--- src/rtl/umi_out_buffer.sv ---
// Elastic FIFO stage for a single UMI stream. Every handshake output is driven from
// registered state. An optional packet mode holds output until a whole message is buffered.
module umi_out_buffer #(
    parameter int unsigned DW     = 256,
    parameter int unsigned CW     = 32,
    parameter int unsigned AW     = 64,
    parameter int unsigned DEPTH  = 4,
    parameter int unsigned PACKET = 0
) (
    input  logic                       clk,
    input  logic                       nreset,
    input  logic                       umi_in_valid,
    input  logic [CW-1:0]              umi_in_cmd,
    input  logic [AW-1:0]              umi_in_dstaddr,
    input  logic [AW-1:0]              umi_in_srcaddr,
    input  logic [DW-1:0]              umi_in_data,
    output logic                       umi_in_ready,
    output logic                       umi_out_valid,
    output logic [CW-1:0]              umi_out_cmd,
    output logic [AW-1:0]              umi_out_dstaddr,
    output logic [AW-1:0]              umi_out_srcaddr,
    output logic [DW-1:0]              umi_out_data,
    input  logic                       umi_out_ready,
    output logic [$clog2(DEPTH+1)-1:0] count,
    output logic                       full,
    output logic                       empty
);

    localparam int unsigned PW   = $clog2(DEPTH);
    localparam int unsigned CNTW = $clog2(DEPTH+1);
    localparam int unsigned EW   = CW + 2 * AW + DW;

    logic [EW-1:0]   mem [DEPTH];
    logic [EW-1:0]   head;
    logic [PW-1:0]   wptr_q, wptr_d, rptr_q, rptr_d;
    logic [CNTW-1:0] count_q, count_d, eomcnt_q, eomcnt_d;
    logic            full_q, full_d, empty_q, empty_d;
    logic            draining_q, draining_d;
    logic            wr, rd, in_eom, head_eom;

    assign wr       = umi_in_valid & umi_in_ready;
    assign rd       = umi_out_valid & umi_out_ready;
    assign in_eom   = umi_in_cmd[22];
    assign head     = mem[rptr_q];
    assign head_eom = umi_out_cmd[22];

    // Storage carries no reset; contents while empty are don't-care.
    always_ff @(posedge clk) begin
        if (wr) begin
            mem[wptr_q] <= {umi_in_cmd, umi_in_dstaddr, umi_in_srcaddr, umi_in_data};
        end
    end

    always_ff @(posedge clk or negedge nreset) begin
        if (!nreset) begin
            wptr_q     <= '0;
            rptr_q     <= '0;
            count_q    <= '0;
            eomcnt_q   <= '0;
            full_q     <= 1'b0;
            empty_q    <= 1'b1;
            draining_q <= 1'b0;
        end else begin
            wptr_q     <= wptr_d;
            rptr_q     <= rptr_d;
            count_q    <= count_d;
            eomcnt_q   <= eomcnt_d;
            full_q     <= full_d;
            empty_q    <= empty_d;
            draining_q <= draining_d;
        end
    end

    always_comb begin
        wptr_d     = wptr_q + PW'(wr);
        rptr_d     = rptr_q + PW'(rd);
        count_d    = count_q;
        eomcnt_d   = eomcnt_q;
        draining_d = draining_q;

        unique case ({wr, rd})
            2'b10:   count_d = count_q + CNTW'(1);
            2'b01:   count_d = count_q - CNTW'(1);
            default: count_d = count_q;
        endcase

        unique case ({wr & in_eom, rd & head_eom})
            2'b10:   eomcnt_d = eomcnt_q + CNTW'(1);
            2'b01:   eomcnt_d = eomcnt_q - CNTW'(1);
            default: eomcnt_d = eomcnt_q;
        endcase

        // A message keeps draining from its first read until its EOM beat leaves.
        if (rd) begin
            draining_d = ~head_eom;
        end

        full_d  = (count_d == CNTW'(DEPTH));
        empty_d = (count_d == '0);
    end

    always_comb begin
        umi_in_ready = ~full_q;
        if (PACKET != 0) begin
            // Full forces release so messages longer than DEPTH cannot deadlock.
            umi_out_valid = ~empty_q & ((eomcnt_q != '0) | full_q | draining_q);
        end else begin
            umi_out_valid = ~empty_q;
        end
    end

    assign umi_out_cmd     = head[EW-1 -: CW];
    assign umi_out_dstaddr = head[EW-CW-1 -: AW];
    assign umi_out_srcaddr = head[EW-CW-AW-1 -: AW];
    assign umi_out_data    = head[DW-1:0];

    assign count = count_q;
    assign full  = full_q;
    assign empty = empty_q;

endmodule

--- config.mk ---
export PLATFORM = sky130hd
export DESIGN_NAME = umi_out_buffer
export DESIGN_NICKNAME = d
export VERILOG_FILES = /design/src/rtl/umi_out_buffer.sv
export SDC_FILE = /design/constraint.sdc
export NUM_CORES = 1
export LEC_CHECK = 0
export ABC_CLOCK_PERIOD_IN_PS = 43300
export CAP_MARGIN = 20
export CELL_PAD_IN_SITES_DETAIL_PLACEMENT = 2
export CELL_PAD_IN_SITES_GLOBAL_PLACEMENT = 2
export CORE_MARGIN = 2
export CORE_UTILIZATION = 35
export CTS_CLUSTER_DIAMETER = 40
export DETAILED_ROUTE_END_ITERATION = 10
export GPL_TIMING_DRIVEN = 0
export PLACE_DENSITY_LB_ADDON = 0.1
export SETUP_SLACK_MARGIN = 0.02
export SLEW_MARGIN = 20
export SYNTH_ARGS = -nofsm -noshare
export SYNTH_HDL_FRONTEND = slang
export SYNTH_SLANG_ARGS = --single-unit
--- constraint.sdc ---
create_clock -name clk -period 43.3 [get_ports clk]
set_clock_uncertainty 0.1 [all_clocks]
set_input_delay 8.66 -clock clk [delete_from_list [all_inputs] [get_ports clk]]
set_output_delay 8.66 -clock clk [all_outputs]
set_load 0.01 [all_outputs]
# [Word level (Yosys, flattened, before mapping)]
# Memories as Yosys holds them, arrays and structs flattened.
# Index checks and enable logic that the tools add are counted.
[word_totals] register_bits=9 latch_bits=0 ram_bits=1664 mem_bits_ro=0 output_inout_bits=423 elab_cells=21 mem_count=1
[mem_list] name="mem" depth=4 word_bits=416 rd=1 rd_ports_with_merged_regs=0 write_ports=1 line="33" text="logic [EW-1:0] mem [DEPTH];"
[classes] addsub=4 multipliers=0 n_div=0 order_cmp=0 n_eq_ne=3 n_shift=0 muxes=3 bitwise=4 n_reduce_logical=1
[ops] cell="$pmux 3 s2" n=1
[ops] cell="$add 2x1->2" n=2
[ops] cell="$add 3x1->3 const B" n=1
[ops] cell="$eq 3x3->1 const B" n=1
[ops] cell="$logic_not 3->1" n=1
[ops] cell="$sub 3x1->3 const B" n=1
[ops] cell="$and 1x1->1" n=2
[ops] cell="$eq 2x1->1 const B" n=1
[ops] cell="$eq 2x2->1 const B" n=1
[ops] cell="$mux 1" n=2
[ops] cell="$not 1->1" n=2

# [Depth between registers and ports, before layout]
[depth] depth_word=5 mapped_depth=7

# [Worst setup path after synthesis]
# OpenSTA, ideal clock, no wires.
[synth_timing] path_kind="input-to-reg" startpoint="input umi_in_valid" endpoint="memory mem[1][0] (netlist name) (enable)" arrival_time_ns=38.684 required_time_ns=41.410 path_slack_ns=2.727 cell_stages=2 n_path_buf=0 path_cell_list="nand2_1 nor3b_1"
[synth_between] elab_chain_len=3
[synth_rtl] item="from (decl)" line="12" text="input logic umi_in_valid,"
[synth_rtl] item="$and 1x1->1" line="41" text="assign wr = umi_in_valid & umi_in_ready;"
[synth_rtl] item="$mux 1" line="49" text="if (wr) begin"
[synth_rtl] item="$mux 1 (implied by the code)" line="50" text="mem[wptr_q] <= {umi_in_cmd, umi_in_dstaddr, umi_in_srcaddr, umi_in_data};"
[synth_rtl] item="to (decl)" line="33"
# No other way between the ends.

# [Worst setup path after layout]
[layout_timing] startpoint="register rptr_q[0]" endpoint="output umi_out_data[167]"
[layout_between] elab_chain_len=1
[layout_rtl] item="from (decl)" line="35" text="logic [PW-1:0] wptr_q, wptr_d, rptr_q, rptr_d;"
[layout_rtl] item="from (signal assigned)" line="65" text="rptr_q <= rptr_d;"
[layout_rtl] item="$mem_v2 4x416"
[layout_rtl] item="to (decl)" line="22" text="output logic [DW-1:0] umi_out_data,"
# No other way between the ends.

==> results.yml <==
placed_design:
  post-dp-hpwl_um: 122000
  gp_congestion: 0.751
  dpl.cell_count: 5522
  portBuffers: 842
clock_tree:
  clock-sinks: 1673
  ctsResizeCount: 0
  clk_path_buf_depth: 4
  clk_pin_slew_ns: 0.05
  cts_tree: "done"
  numCtsBuffers: 280
  root_buffer: "clkbuf_16"
  cts-hold-fix-buffers: 0
  post_cts_buffers: 0
  cts.htree.levels: 5
  clkLatencyLatePin_ns: 0.85
route:
  ant_nets: 0
  dr_total_vias: 29427
  drt_wl_total_um: 172000
  drcViolationCount: 0
  drt-pass1-iter-count: 4
  drt_iter0_drc: 1538
  wl_per_cell_um: 28.6
  via_per_inst: 4.88
worst_setup_path:
  path_cells: "buf_2, buf_2, buf_4, mux4_2, clkdlybuf4s50_1"
  cp_slowest_stage_delay_ns: 0.61
  r2r_start: "full$_DFF_PN0_"
  arrival_ns: 3.72
  cp_data_required_time_ns: 34.54
  regToRegEndpoint: "mem[1][178]$_DFFE_PP_"
  worstRegToRegCells: 10
  start_kind: "flop"
  critPathCaptureType: "primary output"
  criticalPathCategory: "flop to primary output"
  r2r_setup_slack_ns: 40.09
  cp_max_fo: 10
  path_common_cell: "buf_2"
  critPathSlowestCell: "clkdlybuf4s50_1"
yosys:
  synth_fp_nets: 2635
  ys_ff_latch: 1673
  avgSynthCellArea_um2: 27.3
  syn_area_um2: 60300
  yosysSeqAreaShare: 0.833
  synth_cell_types: 25
  postSynthCellCount: 2211
  synth_warnings: 0
floorplan:
  dieArea_um2: 176000
  fp.dieW_um: 419
  die_y_um: 419
  rows: 152
  pin_count: 843
  core-area_um2: 171000
  initial_core_util: 0.352
sta:
  slew_headroom: 0.406
  hold_viol: 0
  drv_slew: 0
  tightestPinTransition_ns: 0.892
  finalCriticalPeriod_ns: 12.48
  fmax_mhz: 80.1
  rsz0062_at_grt: "false"
  hold_slack_ns: 0.424
  finalCritPeriodShare: 0.288
  setup_violations: 0
  tns_ns: 0
hold_path:
  hp-class: "flop to flop"
  min_from: "rptr_q[0]$_DFF_PN0_"
  worstHoldPathCells: 1
  hold_end: "rptr_q[0]$_DFF_PN0_"
grt:
  grt_use_total: 0.197
  grt-ovfl-total: 0
  antenna_found_initial: 83
  grt_max_degree: 43
  grt_pass1_wl_um: 246000
  grt_pass1_vias: 33515
flow_run:
  cap_violations: 0
layout:
  nFillCells: 14806
  regArea_um2: 50200
  nNetsFinal: 3918
  stdcell_count: 6030
  drive_gt1_frac: 0.293
  multi_input_area_um2: 9590
  area_delta_synth_final_pct: 37.4
pwr:
  p_leak_nw: 27.2
  vdd_drop_max_mv: 0.0454
  power_density_nw_per_um2: 76.3
run_status:
  outcome: "complete, no violations"
==> power by group <==
| group | internal (W) | leakage, nW | switching, W | total [W] |
|---|---|---|---|---|
| Sequential | 0.00211 | 15.3 | 0.0000671 | 0.00218 |
| Clock | 0.00143 | 4.46 | 0.000763 | 0.00220 |
| Combinational | 0.000970 | 7.40 | 0.000977 | 0.00195 |
| Total | 0.00451 | 27.2 | 0.00181 | 0.00632 |
==> layout make-up <==
class | count | share of cell area
Timing Repair Buffer | 1001 | 0.125
Clock buffer | 312 | 0.0877
Antenna cell | 26 | 0.000785
Multi-Input combinational cell | 442 | 0.116
Tap cell | 2310 | 0.0349
Buffer | 92 | 0.00604
Sequential cell | 1673 | 0.606
Inverter | 4 | 0.000181
Clock inverter | 170 | 0.0241
==> Yosys cell counts, drive strengths merged <==
library cell,instances,area share
nand2,2,0.00012
ha,3,0.00062
and3,1,0.00010
xnor2,3,0.00044
o2bb2ai,1,0.00015
xor2,2,0.00029
a21oi,1,0.000083
mux2,1,0.00019
nor2,4,0.00025
dfrtp,8,0.0033
buf,80,0.0075
nand3,1,0.000083
mux4,416,0.16
o22ai,1,0.00010
fa,1,0.00033
inv,4,0.00025
nor2b,1,0.00010
clkbuf,12,0.00075
nor3b,3,0.00037
dfstp,1,0.00044
nor3,1,0.000083
edfxtp,1664,0.83
==> logic make-up after synthesis <==
| kind of cell | Yosys count | synth area share |
|---|---|---|
| flip-flops | 1673 | 0.833 |
| AND/OR/NAND/NOR | 13 | 0.00112 |
| multiplexers | 417 | 0.156 |
| AO/OA/AOI/OAI | 3 | 0.000332 |
| adder cells (fa/ha/maj) | 4 | 0.000955 |
| XOR/XNOR | 5 | 0.000727 |
| buffers and inverters | 96 | 0.00853 |
==> worst max path at each step <==
stage          slack [ns]                 from                    end
6_report            30.82  rptr_q[0]$_DFF_PN0_      umi_out_data[167]
5_1_grt             30.57  rptr_q[1]$_DFF_PN0_    umi_out_dstaddr[26]
4_1_cts             30.27  rptr_q[1]$_DFF_PN0_      umi_out_data[167]
3_5_place_dp        31.24  rptr_q[1]$_DFF_PN0_      umi_out_data[167]
3_3_place_gp       -25.39         umi_in_valid  mem[1][188]$_DFFE_PP_
2_1_floorplan        2.73         umi_in_valid    mem[1][0]$_DFFE_PP_
==> flip-flops by register name, summed over array words and instances, names as in the netlist <==
signal  count
full        1
empty       1
mem      1664
wptr_q      2
count       3
rptr_q      2
==> critical path: cells and delay by family (launching register included) <==
family	cells	cell delay, ns
multiplexers	1	0.54
flip-flops	1	0.36
buffers and inverters	4	1.94
==> stage by stage <==
step	total power, W	area [um^2]	util	worst slack [ns]
after floorplan	0.00335	60300	-	2.73
final	0.00632	82800	0.483	30.82
after global routing	0.00658	82800	0.483	30.57
after detailed placement	0.00420	73500	0.429	31.24
after global placement	0.00458	71600	0.418	-25.39
after CTS	0.00645	82800	0.483	30.27
==> cell usage in the layout, fill, tap and decap left out, types with 2 or more instances in the layout <==
master / synthesis / routed
clkbuf_8: 0 / 3
buf_16: 0 / 15
buf_4: 24 / 111
buf_12: 0 / 21
nor2_1: 4 / 3
xor2_1: 2 / 2
clkinv_1: 0 / 28
clkbuf_1: 12 / 35
buf_6: 1 / 37
dfrtp_1: 8 / 8
diode_2: 0 / 26
inv_6: 0 / 18
edfxtp_1: 1664 / 1664
clkinv_8: 0 / 2
mux4_2: 416 / 416
ha_1: 3 / 3
clkdlybuf4s50_1: 0 / 842
clkbuf_16: 0 / 285
clkinv_2: 0 / 37
nor3b_1: 3 / 2
nand2_1: 2 / 2
xnor2_1: 3 / 3
clkinv_4: 0 / 14
buf_2: 45 / 45
inv_1: 4 / 4
buf_1: 10 / 10
clkinvlp_4: 0 / 31
bufinv_16: 0 / 38
inv_8: 0 / 2
==> metal layers <==
metal | routed length (um) | track usage | vias up
li1 | - | - | 12396
met1 | 59000 | 0.205 | 15610
met2 | 93300 | 0.350 | 931
met3 | 13100 | 0.0699 | 430
met4 | 6670 | 0.0929 | 60
met5 | 387 | 0 | -
(Power assumes the default switching activity.)
